## src/rtl/spi_seq_pkg.sv

```systemverilog
// FSM state encodings for the spi_seq sequencer.
package spi_seq_pkg;

  localparam int ST_W = 3;

  localparam logic [ST_W-1:0] ST_IDLE  = 3'd0;
  localparam logic [ST_W-1:0] ST_SETUP = 3'd1;
  localparam logic [ST_W-1:0] ST_RUN   = 3'd2;
  localparam logic [ST_W-1:0] ST_WAIT  = 3'd3;
  localparam logic [ST_W-1:0] ST_HOLD  = 3'd4;

endpackage

```

## src/rtl/spi_seq_tick_div.sv

```systemverilog
// Prescaler for spi_seq: loadable down-counter that emits a tick every load_i+1
// enabled clocks; clr_i restarts the period from load_i.
module spi_seq_tick_div #(
  parameter int DW = 8
) (
  input  logic          clk_i,
  input  logic          rst_i,
  input  logic          en_i,
  input  logic          clr_i,
  input  logic [DW-1:0] load_i,
  output logic          tick_o
);

  logic [DW-1:0] cnt_q, cnt_d;

  always_comb begin
    cnt_d = cnt_q;
    if (clr_i) begin
      cnt_d = load_i;
    end else if (en_i) begin
      cnt_d = (cnt_q == '0) ? load_i : cnt_q - DW'(1);
    end
  end

  always_ff @(posedge clk_i) begin
    if (rst_i) cnt_q <= '0;
    else       cnt_q <= cnt_d;
  end

  assign tick_o = en_i && (cnt_q == '0);

endmodule

```

## src/rtl/spi_seq.sv

```systemverilog
// Transaction sequencer for the bitbang shift engine: frames cs_n, generates sck
// and issues engine step pulses. SPI_SEQ_CPOL_EN adds a cpol_i input (mode 2).
//
// state | meaning
// IDLE  | no transaction, cs_n high, sck at idle level
// SETUP | cs_n asserted, waiting for a tick with a word available (load step)
// RUN   | sck toggles on each tick, step on every falling edge
// WAIT  | word boundary with empty tx queue, sck held at idle
// HOLD  | one tick of idle sck before releasing cs_n
module spi_seq
  import spi_seq_pkg::*;
#(
  parameter int W  = 16,
  parameter int DW = 8,
  parameter int LW = 8
) (
  input  logic          clock_i,
  input  logic          reset_i,
  input  logic [DW-1:0] div_i,
  input  logic [LW-1:0] len_i,
  input  logic          start_i,
  input  logic          avail_i,
`ifdef SPI_SEQ_CPOL_EN
  input  logic          cpol_i,
`endif
  output logic          busy_o,
  output logic          done_o,
  output logic          step_o,
  output logic          cs_n_o,
  output logic          sck_o
);

  localparam int BW = $clog2(W + 1);

  logic [ST_W-1:0] state_q, state_d;
  logic [DW-1:0]   div_q, div_d;
  logic [LW-1:0]   words_q, words_d;
  logic [BW-1:0]   bits_q, bits_d;
  logic            sck_q, sck_d;
  logic            cs_n_q;
  logic            tick;

  spi_seq_tick_div #(.DW(DW)) u_tick_div (
    .clk_i  (clock_i),
    .rst_i  (reset_i),
    .en_i   (state_q != ST_IDLE),
    .clr_i  (state_d != state_q),
    .load_i (div_d),
    .tick_o (tick)
  );

  always_comb begin
    state_d = state_q;
    div_d   = div_q;
    words_d = words_q;
    bits_d  = bits_q;
    sck_d   = sck_q;
    step_o  = 1'b0;
    done_o  = 1'b0;
    case (state_q)
      ST_IDLE: begin
        if (start_i) begin
          state_d = ST_SETUP;
          div_d   = div_i;
          words_d = (len_i == '0) ? LW'(1) : len_i;
          bits_d  = BW'(W);
          sck_d   = 1'b0;
        end
      end
      ST_SETUP: begin
        if (tick && avail_i) begin
          step_o  = 1'b1;
          state_d = ST_RUN;
        end
      end
      ST_RUN: begin
        if (tick) begin
          sck_d = ~sck_q;
          if (sck_q) begin
            step_o = 1'b1;
            if (bits_q == BW'(1)) begin
              if (words_q == LW'(1)) begin
                state_d = ST_HOLD;
              end else begin
                // the boundary step is issued here even if we stall afterwards
                bits_d  = BW'(W);
                words_d = words_q - LW'(1);
                if (!avail_i) state_d = ST_WAIT;
              end
            end else begin
              bits_d = bits_q - BW'(1);
            end
          end
        end
      end
      ST_WAIT: begin
        if (tick && avail_i) begin
          sck_d   = 1'b1;
          state_d = ST_RUN;
        end
      end
      ST_HOLD: begin
        if (tick) begin
          done_o  = 1'b1;
          state_d = ST_IDLE;
        end
      end
      default: state_d = ST_IDLE;
    endcase
  end

  always_ff @(posedge clock_i) begin
    if (reset_i) begin
      state_q <= ST_IDLE;
      div_q   <= '0;
      words_q <= '0;
      bits_q  <= '0;
      sck_q   <= 1'b0;
      cs_n_q  <= 1'b1;
    end else begin
      state_q <= state_d;
      div_q   <= div_d;
      words_q <= words_d;
      bits_q  <= bits_d;
      sck_q   <= sck_d;
      cs_n_q  <= (state_q == ST_IDLE);
    end
  end

  assign busy_o = (state_q != ST_IDLE);
  assign cs_n_o = cs_n_q;

`ifdef SPI_SEQ_CPOL_EN
  logic cpol_q;

  always_ff @(posedge clock_i) begin
    if (reset_i)                           cpol_q <= 1'b0;
    else if (state_q == ST_IDLE && start_i) cpol_q <= cpol_i;
  end

  assign sck_o = sck_q ^ cpol_q;
`else
  assign sck_o = sck_q;
`endif

endmodule

```

## config.mk

```make
export PLATFORM = sky130hd
export DESIGN_NAME = spi_seq
export DESIGN_NICKNAME = d
export VERILOG_FILES = /design/src/rtl/spi_seq_pkg.sv /design/src/rtl/spi_seq_tick_div.sv /design/src/rtl/spi_seq.sv
export SDC_FILE = /design/constraint.sdc
export NUM_CORES = 1
export LEC_CHECK = 0
export BUFFER_PORTS_ARGS = -buffer_cell sky130_fd_sc_hd__buf_2
export CORE_UTILIZATION = 35
export DETAILED_ROUTE_END_ITERATION = 12
export PLACE_DENSITY = 0.61
export SETUP_SLACK_MARGIN = 0.3
export SYNTH_ARGS = -nofsm -noshare
export SYNTH_HDL_FRONTEND = slang
export SYNTH_SLANG_ARGS = --single-unit
```

## constraint.sdc

```tcl
create_clock -name clock_i -period 3.7 [get_ports clock_i]
set_input_delay 0 -clock clock_i [delete_from_list [all_inputs] [get_ports clock_i]]
set_output_delay 0 -clock clock_i [all_outputs]
set_load 0.005 [all_outputs]
```

Word level (Yosys, flattened, before mapping):

Cells that the tools add are included.

* output and inout port bits: 5
* flip-flop bits (word level): 34

* equal/unequal tests: 14
* bitwise operators: 1
* add/subtract/negate cells: 3
* reduce and logical (&&, ||, !) cells: 13
* muxes and demuxes: 37

Operators with widths (number)
* 8-bit two-way mux: 11
* 5-bit two-way mux: 5
* 3-bit two-way mux: 8
* 8-bit logical NOT: 2
* 8-bit one-hot mux with 2 select lines: 1
* 8-bit by 1-bit subtractor with 8-bit output, second input constant: 2
* 2-bit inequality test, second input constant: 6
* 3-bit one-hot mux with 4 select lines: 1
* 5-bit one-hot mux with 2 select lines: 1
* 8-bit by 1-bit equality test with 1-bit output, second input constant: 1
* 1-bit two-way mux: 8
* 3-bit by 2-bit equality test with 1-bit output, second input constant: 2
* 6-bit AND reduction: 1
* 3-bit nonzero test: 2
* 5-bit by 1-bit equality test with 1-bit output, second input constant: 1
* 5-bit AND reduction: 1
* 5-bit by 1-bit subtractor with 5-bit output, second input constant: 1
* 4-bit AND reduction: 1
* 2-bit nonzero test: 2
* 3-bit by 1-bit equality test with 1-bit output, second input constant: 1
* 3-bit equality test, second input constant: 1
* 3-bit logical NOT: 1
* 3-bit inequality test: 1
* 3-bit inequality test, second input constant: 1
* 5 further kinds: 6

Depth between registers and ports, before layout:

* word-level depth: 8
* mapped depth: 8

Cells and area by module:

Synthesis repeated with hierarchy kept, for this count alone.

* cell total of the unflattened synthesis: 251
* area, all modules: 2109.5 sq um

Modules (own cells, without submodules)
* spi_seq: instances 1, cells an instance 182, seq. area each 520.5 sq um, area each 1516.5 sq um
* spi_seq_tick_div: instances 1, cells an instance 69, seq. area each 160.2 sq um, area each 593.1 sq um

Least setup slack after synthesis:

OpenSTA, ideal clock, no wires.

* path type: register -> register
* start point: register u_tick_div.cnt_q[0]
* end point: register words_q[0]
* period minus slack after synthesis: 1934 ps
* cell stages (with the launch flop): 8
* required time: 3626 ps
* library setup time: 74 ps
* arrival: 1859 ps
* path slack: 1766 ps
* cell sequence: dfxtp_1 > inv_1 > ha_1 > nor3b_1 > nand3_2 > o31a_1 > or3_1 > a31oi_1

* word-level cells in the longest chain between the ends: 4

RTL lines
* start, declared: RTL line spi_seq_tick_div.sv:14 `logic [DW-1:0] cnt_q, cnt_d;`
* start signal, assigned: RTL line spi_seq_tick_div.sv:27 `else cnt_q <= cnt_d;`
* 8-bit logical NOT: RTL line spi_seq_tick_div.sv:30 `assign tick_o = en_i && (cnt_q == '0);`
* 1-bit logical AND: RTL line spi_seq_tick_div.sv:30
* 2-bit inequality test (no source line)
* 6-bit AND reduction (no source line)
* end signal, assigned: RTL line spi_seq.sv:123 `words_q <= words_d;`
* end, declared: RTL line spi_seq.sv:37 `logic [LW-1:0] words_q, words_d;`

No other way between the ends.
A chain may end at the register's enable or synchronous reset.

Final worst setup path:

* start point: register state_q[2]
* end point: register u_tick_div.cnt_q[3]

* word-level cells in the longest chain between the ends: 8
* elaborated cells between the ends (all ways): 24
* those cells by class: eq/ne (5); mux (13); reduce/logical (6)

RTL lines
* start, declared: RTL line spi_seq.sv:35 `logic [ST_W-1:0] state_q, state_d;`
* start signal, assigned: RTL line spi_seq.sv:121 `state_q <= state_d;`
* 3-bit two-way mux: RTL line spi_seq.sv:88 `if (!avail_i) state_d = ST_WAIT;`
* 3-bit two-way mux: RTL line spi_seq.sv:82 `if (words_q == LW'(1)) begin`
* 3-bit two-way mux: RTL line spi_seq.sv:81 `if (bits_q == BW'(1)) begin`
* 3-bit two-way mux: RTL line spi_seq.sv:79 `if (sck_q) begin`
* 3-bit two-way mux: RTL line spi_seq.sv:77 `if (tick) begin`
* 3-bit one-hot mux with 4 select lines: RTL line spi_seq.sv:60 `case (state_q)`
* 3-bit inequality test: RTL line spi_seq.sv:47 `.clr_i (state_d != state_q),`
* 8-bit two-way mux / 2-bit nonzero test (equally long branches)

Parallel ways exist; a longest one is shown, timed or not. The select of a mux whose other input is x is not followed.

==> impl_metrics.tcl <==
set metrics [dict create \
    synth_edf_count 0 \
    async_flop_share_pct 0 \
    hold_viol 0 \
    cts_htree_levels 2 \
    cts_buffers 5 \
    required_ns 3.89 \
    grt_usage_pct 15.63 \
    drt-total-wl_um 4283 \
    drtAntennaViolNets 0 \
    grt_pass1_wl_um 7355 \
    cts_buffer_depth 2 \
    grt_pass1_vias 1672 \
    cts_tree "yes" \
    root_buffer "clkbuf_8" \
    drive_gt1_share_pct 15.85 \
    num_antenna_cells 0 \
    wl_per_cell_um 12.79 \
    comb_power_share_pct 44.2 \
    clk_pin_slew_ns 0.07 \
    die_x_um 76.58 \
    vdd_drop_max_mv 0.3143 \
    synth_top_area_share_pct 34.96 \
    clockPowerShare_pct 19.2 \
    critical_path_arrival_ns 2.83 \
    drtIter0Drc 88 \
    post-route-drc-count 0 \
    cp-end-kind "register" \
    crit_path_start_kind "register" \
    nets 291 \
    rows 26 \
    clkLatencyLatePin_ns 0.29 \
    dpl.hpwl_um 2975 \
    crit_path_max_fanout 13 \
    via_per_inst 5.349 \
    vias 1792 \
    ios 25 \
    pwr-share-seq_pct 36.6 \
    portBuffers 24 \
    setup_tns_ns 0 \
    start_util_pct 37.17 \
    hold_slack_ns 0.05831 \
    area.growth.synth_to_final_pct 15.17 \
    internal_power_mw 0.8322 \
    finalSetupViolCount 0 \
    synth.area.top_cells "dfxtp_1 (35%), nor2_1 (5.4%), a21oi_1 (5.1%)" \
    rsz0062_at_grt "false" \
    min_period_ns 2.632 \
    first_pass_iters 4 \
    fp.dieH_um 76.58 \
    critPathKind "reg -> reg" \
    synth_cells 240 \
    core_area_um2 5238 \
    maxSlewHeadroom_pct 40.44 \
    fmax_ghz 0.3800 \
    grt-ovfl-total 0 \
    post-route-period-util_pct 71.12 \
    power_switching_mw 0.5202 \
    antenna_found_initial 0 \
    syn-cell-area_um2 1947 \
    fin_skew_ns 0.005034 \
    gp_congestion 0.8540 \
    hp-class "in -> reg" \
    synth_top_cell_by_area "dfxtp_1" \
    dieArea_um2 5865 \
    synthTopCellsByCount "dfxtp_1 (34), nor2_1 (28), a21oi_1 (20)" \
    cap_violations 0 \
    grt_max_degree 35 \
    powerDensity_nw_per_um2 603.2 \
    worst_pin_slew_ns 0.8901 \
    synth_seq_cells 34 \
    cts.repair.resized 0 \
    syn_area_per_cell_um2 8.112 \
    ys_seq_area_share_pct 34.96 \
    syn_nets 266 \
    ys_warn_count 0 \
    reg2reg_setup_slack_ns 1.07 \
    cts_num_sinks 34 \
    synth_cell_types 49 \
    power.leakage_nw 0.8889 \
    finalMaxSlewViolations 0 \
    yosysMostFrequentCell "dfxtp_1" \
    synth_flop_cell "dfxtp_1" \
    status "complete, no violations" \
    swShare_pct 38.46 \
    fillCellCount 552 \
    totalPowerFinal_mw 1.352 \
]
-- cell usage in the layout, fill, tap and decap left out, types with 3 or more instances in the layout --
cell	instances
a211oi_1	5
a21oi_1	20
a31oi_1	5
buf_2	24
clkbuf_8	5
dfxtp_1	34
dlygate4sd3_1	7
ha_1	6
inv_1	13
mux2_2	5
mux2i_1	8
nand2_1	12
nand2b_1	5
nand3_1	4
nor2_1	28
nor2b_1	3
nor3_1	7
nor4_1	3
o21ai_0	16
o32ai_1	3
or2_2	5
or3_1	7
or4_1	4
or4b_1	3
-- per-layer routing --
layer	share of wire, %	track usage (%)	vias up
li1	-	-	924
met1	47	19.39	829
met2	49	25.59	35
met3	3.6	3.713	4
met4	0.54	6.923	0
met5	0	0	-
-- power by group through the flow --
stage,logic [mW],registers (mW),clock network (mW)
global route,0.675,0.506,0.285
detailed placement,0.589,0.503,0
global placement,0.588,0.501,0
finish,0.598,0.495,0.260
floorplan,0.510,0.484,0
CTS,0.599,0.495,0.273
-- worst max-delay path, cell delays in order, from the launching register on --
cell,delay (ns)
dfxtp_1,0.51
or4b_1,0.57
nand2_1,0.21
nor2_1,0.73
mux2_2,0.41
o32ai_1,0.12
-- area by class of cell --
type | count | area (um^2) | share of cell area [%]
multi-input combinational | 180 | 1159 | 51.67
sequential | 34 | 680.7 | 30.36
timing repair buffer | 31 | 190.2 | 8.482
tap | 70 | 87.58 | 3.906
clock buffer | 7 | 76.32 | 3.404
inverter | 13 | 48.80 | 2.176
-- registers in the layout (all words and copies together), names as in the netlist --
register	flops
state_q	3
cs_n_o	1
sck_o	1
div_q	8
u_tick_div.cnt_q	8
bits_q	5
words_q	8
-- timing repair --
action                    4_1_cts  5_1_grt
hold endpoints to repair        7        0
hold buffers                    7        0
buffers inserted                0        0
-- path summary, 6_finish.rpt --
check	from	endpoint	cells past startpoint
setup / recovery	state_q[2]	u_tick_div.cnt_q[3]	5
hold / removal	len_i[4]	words_q[4]	3
setup reg to reg	state_q[2]	u_tick_div.cnt_q[3]	5
hold reg to reg	bits_q[1]	bits_q[1]	2
-- stage by stage --
step	utilization (%)	area, um^2	worst slack (ns)	std cells
global placement	40.01	2096	1.165	321
CTS	42.81	2242	1.079	335
floorplan	-	1947	1.766	240
global route	42.81	2242	0.7905	335
detailed placement	40.01	2096	1.091	321
finish	42.81	2242	1.068	335
-- logic make-up (layout without fill, tap and decap cells) --
group | after synthesis | after routing | synth area share (%)
multiplexers | 15 | 15 | 8.162
AND/OR/NAND/NOR | 96 | 96 | 27.51
buffers and inverters | 26 | 51 | 5.527
XOR/XNOR | 1 | 1 | 0.4500
adder cells (fa/ha/maj) | 6 | 6 | 3.856
AO/OA/AOI/OAI | 62 | 62 | 19.54
flip-flops | 34 | 34 | 34.96
Note: power is estimated with default switching activity, not from simulation.
